[config.mk]
export PLATFORM = sky130hd
export DESIGN_NAME = bcd_stopwatch_counter
export DESIGN_NICKNAME = d
export VERILOG_FILES = /design/src/rtl/stopwatch_pkg.sv /design/src/rtl/key_debounce.sv /design/src/rtl/bcd_stopwatch_counter.sv
export SDC_FILE = /design/constraint.sdc
export NUM_CORES = 1
export LEC_CHECK = 0
export CELL_PAD_IN_SITES_DETAIL_PLACEMENT = 0
export CELL_PAD_IN_SITES_GLOBAL_PLACEMENT = 2
export CORE_MARGIN = 3
export CORE_UTILIZATION = 35
export CTS_BUF_LIST = sky130_fd_sc_hd__clkbuf_4 sky130_fd_sc_hd__clkbuf_8
export DETAILED_ROUTE_END_ITERATION = 8
export GPL_ROUTABILITY_DRIVEN = 1
export PLACE_DENSITY = 0.73
export SLEW_MARGIN = 15
export SYNTH_ARGS = -nofsm -noshare
export SYNTH_HDL_FRONTEND = slang
export SYNTH_SLANG_ARGS = --single-unit
[constraint.sdc]
create_clock -name CLOCK_50 -period 3 [get_ports CLOCK_50]
set_input_delay 0.6 -clock CLOCK_50 [delete_from_list [all_inputs] [get_ports CLOCK_50]]
set_output_delay 0.6 -clock CLOCK_50 [all_outputs]
set_load 0.05 [all_outputs]
[src/rtl/stopwatch_pkg.sv]
// Shared state encoding and digit limit for the two-digit BCD stopwatch.
package stopwatch_pkg;

    typedef enum logic [1:0] {
        IDLE  = 2'd0,
        RUN   = 2'd1,
        PAUSE = 2'd2
    } sw_state_t;

    localparam logic [3:0] BCD_MAX = 4'd9;

endpackage

[src/rtl/key_debounce.sv]
// Raw active-low pushbutton -> 2-flop sync -> debounced level -> one-cycle press pulse.
module key_debounce #(
    parameter int DEBOUNCE_CYCLES = 1_000_000
) (
    input  logic clk_sys,
    input  logic reset,
    input  logic key,
    output logic press
);

    localparam int CW = (DEBOUNCE_CYCLES > 1) ? $clog2(DEBOUNCE_CYCLES) : 1;
    localparam logic [CW-1:0] CNT_LOAD = CW'(DEBOUNCE_CYCLES - 1);

    logic          sync1;
    logic          sync2;
    logic          level;
    logic [CW-1:0] cnt;

    // Down-counter reloads while the synchronized level agrees with the
    // debounced level; reaching zero means DEBOUNCE_CYCLES disagreeing cycles.
    always_ff @(posedge clk_sys) begin
        if (reset) begin
            sync1 <= 1'b1;
            sync2 <= 1'b1;
            level <= 1'b1;
            cnt   <= CNT_LOAD;
            press <= 1'b0;
        end else begin
            sync1 <= key;
            sync2 <= sync1;
            press <= 1'b0;
            if (sync2 == level) begin
                cnt <= CNT_LOAD;
            end else if (cnt == '0) begin
                level <= sync2;
                cnt   <= CNT_LOAD;
                press <= ~sync2;
            end else begin
                cnt <= cnt - 1'b1;
            end
        end
    end

endmodule

[src/rtl/bcd_stopwatch_counter.sv]
// Two-digit BCD stopwatch: debounced start/stop and clear keys, tick prescaler, 00..99 counter.
//   state | meaning
//   IDLE  | cleared at 00, waiting for start
//   RUN   | prescaler and digits advancing
//   PAUSE | prescaler and digits frozen, start resumes
module bcd_stopwatch_counter
    import stopwatch_pkg::*;
#(
    parameter int CLK_FREQ        = 50_000_000,
    parameter int TICK_HZ         = 10,
    parameter int DEBOUNCE_CYCLES = 1_000_000
) (
    input  logic       CLOCK_50,
    input  logic       RESET,
    input  logic       KEY_START,
    input  logic       KEY_CLEAR,
    output logic [3:0] BCD_ONES,
    output logic [3:0] BCD_TENS,
    output logic       RUNNING,
    output logic       WRAP
);

    localparam int DIV = CLK_FREQ / TICK_HZ;
    localparam int PW  = (DIV > 1) ? $clog2(DIV) : 1;
    localparam logic [PW-1:0] PRE_LAST = PW'(DIV - 1);

    generate
        if (DIV < 2) begin : g_bad_div
            $error("CLK_FREQ/TICK_HZ must be at least 2");
        end
    endgenerate

    sw_state_t     state;
    sw_state_t     state_nxt;
    logic          start_evt;
    logic          clr_evt;
    logic [PW-1:0] presc;
    logic          tick;

    key_debounce #(.DEBOUNCE_CYCLES(DEBOUNCE_CYCLES)) u_key_start (
        .clk_sys (CLOCK_50),
        .reset   (RESET),
        .key     (KEY_START),
        .press   (start_evt)
    );

    key_debounce #(.DEBOUNCE_CYCLES(DEBOUNCE_CYCLES)) u_key_clear (
        .clk_sys (CLOCK_50),
        .reset   (RESET),
        .key     (KEY_CLEAR),
        .press   (clr_evt)
    );

    always_ff @(posedge CLOCK_50) begin
        if (RESET) begin
            state <= IDLE;
        end else begin
            state <= state_nxt;
        end
    end

    always_comb begin
        state_nxt = state;
        if (start_evt) begin
            case (state)
                IDLE:    state_nxt = RUN;
                RUN:     state_nxt = PAUSE;
                PAUSE:   state_nxt = RUN;
                default: state_nxt = IDLE;
            endcase
        end
        // Clear overrides a coincident start.
        if (clr_evt) begin
            state_nxt = IDLE;
        end
    end

    assign tick    = (state == RUN) && (presc == PRE_LAST);
    assign RUNNING = (state == RUN);

    always_ff @(posedge CLOCK_50) begin
        if (RESET) begin
            presc    <= '0;
            BCD_ONES <= 4'd0;
            BCD_TENS <= 4'd0;
            WRAP     <= 1'b0;
        end else begin
            WRAP <= 1'b0;
            if (clr_evt) begin
                presc    <= '0;
                BCD_ONES <= 4'd0;
                BCD_TENS <= 4'd0;
            end else if (tick) begin
                presc <= '0;
                if (BCD_ONES == BCD_MAX) begin
                    BCD_ONES <= 4'd0;
                    if (BCD_TENS == BCD_MAX) begin
                        BCD_TENS <= 4'd0;
                        WRAP     <= 1'b1;
                    end else begin
                        BCD_TENS <= BCD_TENS + 1'b1;
                    end
                end else begin
                    BCD_ONES <= BCD_ONES + 1'b1;
                end
            end else if (state == RUN) begin
                presc <= presc + 1'b1;
            end
        end
    end

endmodule

==> flow_summary.ini <==
[synthesis]
netlist_area_sq_um = 3490
synth_edf_count = 0
yosys_warnings = 0
async_reset_ff_share_pct = 0
yosysSeqAreaShare_pct = 47.1
avgSynthCellArea_sq_um = 8.85
synthCells = 394
synthFlopType = dfxtp_1
ys_seq_elements = 82
syn_nets = 402
synth_cell_types = 38

[route]
first_pass_iters = 4
drc_errors = 0
route.vias.total = 2524
drt-initial-drc-count = 70
antenna_left = 0
routed_wl_um = 6390
routedWlPerCell_um = 11.8
avgViaCountPerCell = 4.64

[cts]
cts_tree = yes
clk_latency_ns = 0.34
holdBufCountCts = 0
cts.reportedPaths.clkPinSlew_ns = 0.08
clock_path_buffers = 2
cts_buffers = 9
cts_setup_buffers = 0
cts.sinks = 82
cts_resized = 0
cts_max_level = 3
cts_root_buffer = clkbuf_8

[placement]
dpl.cell_count = 529
hpwl_um = 4460
place.gp.congestion = 0.728
numPortBuffers = 13
pre_cts_ws_ns = 0.704

[setup_path]
worst-endpoint-arrival_ns = 1.86
r2r_cells = 5
max_stage_delay_ns = 0.81
crit_fanout = 7
crit_family = buffers and inverters
ff2ff_setup_slack_ns = 0.84
critPathBufInv = 2
rr_endpoint = u_key_start.cnt[10]
path_class = flip-flop to output port
slowest_stage = clkdlybuf4s50_1
end_kind = output port
critPathLaunchType = flip-flop
rr_startpoint = u_key_start.cnt[11]
crit_chain = nor2b_1 -> buf_4 -> clkdlybuf4s50_1
cp.required_ns = 2.40

[sta]
worst_hold_slack_ns = 0.412
tns_ns = 0
fmax_mhz = 407
fin_skew_ns = 0.00969
setup_viol = 0
rsz0062_at_grt = no
tightest_slew_ns = 0.507
finalHoldViolCount = 0
layout_setup_ws_ns = 0.544
slew_viol_final = 0
layout_min_cycle_time_ns = 2.46
post-route-period-util_pct = 81.9
relSlewSlack_pct = 66.1

[floorplan]
dieHeight_um = 106
die_x_um = 106
start_util_pct = 36.9
rows = 35
dieArea_sq_um = 11200
io_pins = 14
fp.coreArea_sq_um = 9460

[layout]
area_growth_pct = 12.8
instances_no_fill = 544
mostFrequentLayoutCell = dfxtp_1
final_cell_mix = dfxtp_1, nor2_1, nand2_1
antenna_cells = 0
drive_above_1_share_pct = 6.51
finish.utilization_pct = 41.6
nNetsFinal = 419

[min_path]
hp-class = flip-flop to flip-flop
min_from = u_key_start.sync1
whs_path_depth = 1
holdPathEnd = u_key_start.sync2

[power]
max-vdd-ir-drop_mv = 0.211
power.leakage_nw = 1.33
p_per_area_nw_per_um2 = 469

[grt]
antenna_found_initial = 0
grt_max_degree = 24
grt.total_usage_pct = 12.2
grt_pass1_vias = 2404
grt_pass1_wl_um = 11000
grt_overflow = 0

[flow_run]
maxCapViolations = 0

[run_status]
status = finished, final reports clean
## layer usage
| layer | wire (um) | GRT usage [%] |
|---|---|---|
| met5 | 0 | 0 |
| met4 | 85 | 4.16 |
| met2 | 2880 | 19.5 |
| met1 | 3220 | 15.2 |
| met3 | 206 | 4.23 |
## worst reg2reg max path, cell delays in order (launching register included)
cell	delay, ns
dfxtp_1	0.33
or3_1	0.39
or3_1	0.43
or4_4	0.58
nand2_1	0.23
nor2_1	0.08
## cell usage after synthesis, types with 5 or more instances
master | count | area share (%)
xnor2_1 | 39 | 9.8
or2_2 | 6 | 1.1
xor2_1 | 22 | 5.5
or3_1 | 7 | 1.3
nor2_1 | 66 | 7.1
inv_1 | 9 | 0.97
nand3_1 | 15 | 2.2
clkbuf_1 | 8 | 0.86
nand4_1 | 9 | 1.6
nor3_1 | 20 | 2.9
nor4b_1 | 5 | 1.3
nor4_1 | 5 | 0.90
and3_1 | 5 | 0.90
dfxtp_1 | 82 | 47
a21oi_1 | 7 | 1.0
nand2_1 | 41 | 4.4
## how the worst max path moves through the flow
stage | from | end | slack (ns) | cells after the start
2_1_floorplan | u_key_start.cnt[11] | u_key_start.cnt[1] | 0.94 | 7
3_3_place_gp | RESET | presc[22] | 0.75 | 5
3_5_place_dp | RESET | presc[21] | 0.70 | 5
4_1_cts | state[0] | RUNNING | 0.51 | 3
5_1_grt | state[0] | RUNNING | 0.45 | 3
6_report | state[0] | RUNNING | 0.54 | 3
## cell families (layout without fill, tap and decap cells)
family          count (synthesis)  count (layout)  synth area share [%]
fa+ha+maj                       4               4                  1.44
buf+inv                        20              41                  2.40
flops                          82              82                  47.1
simple gates                  209             209                  30.3
xor+xnor                       61              61                  15.3
compound gates                 15              15                  2.62
mux                             3               3                 0.861
## per-stage QoR
stage	area [sq um]	total power [mW]
floorplan	3490	1.14
global route	3930	1.92
finish	3930	1.84
CTS	3930	1.88
detailed placement	3760	1.14
global placement	3760	1.14
## layout make-up
| class | instances | area (sq um) |
|---|---|---|
| clock inverters | 4 | 28.8 |
| multi-input cells | 292 | 1760 |
| fillers | 982 | 5530 |
| inverters | 9 | 33.8 |
| repair buffers | 17 | 160 |
| clock buffers | 11 | 145 |
| flip-flops and latches | 82 | 1640 |
| well taps | 129 | 161 |
## sequential cells by signal, indices dropped and copies added (netlist names)
signal,count
presc,23
u_key_clear.cnt,20
u_key_clear.sync1,1
u_key_start.cnt,20
u_key_clear.press,1
u_key_start.level,1
u_key_start.sync2,1
u_key_clear.level,1
u_key_start.press,1
state,2
BCD_TENS,4
BCD_ONES,4
WRAP,1
u_key_start.sync1,1
u_key_clear.sync2,1
## where the power goes
part           internal [mW]  switching, mW  total, mW
clock network          0.328          0.396      0.725
registers               1.09        0.00198       1.09
logic                0.00928         0.0160     0.0253
No activity file was read; power rests on OpenSTA's default activity.
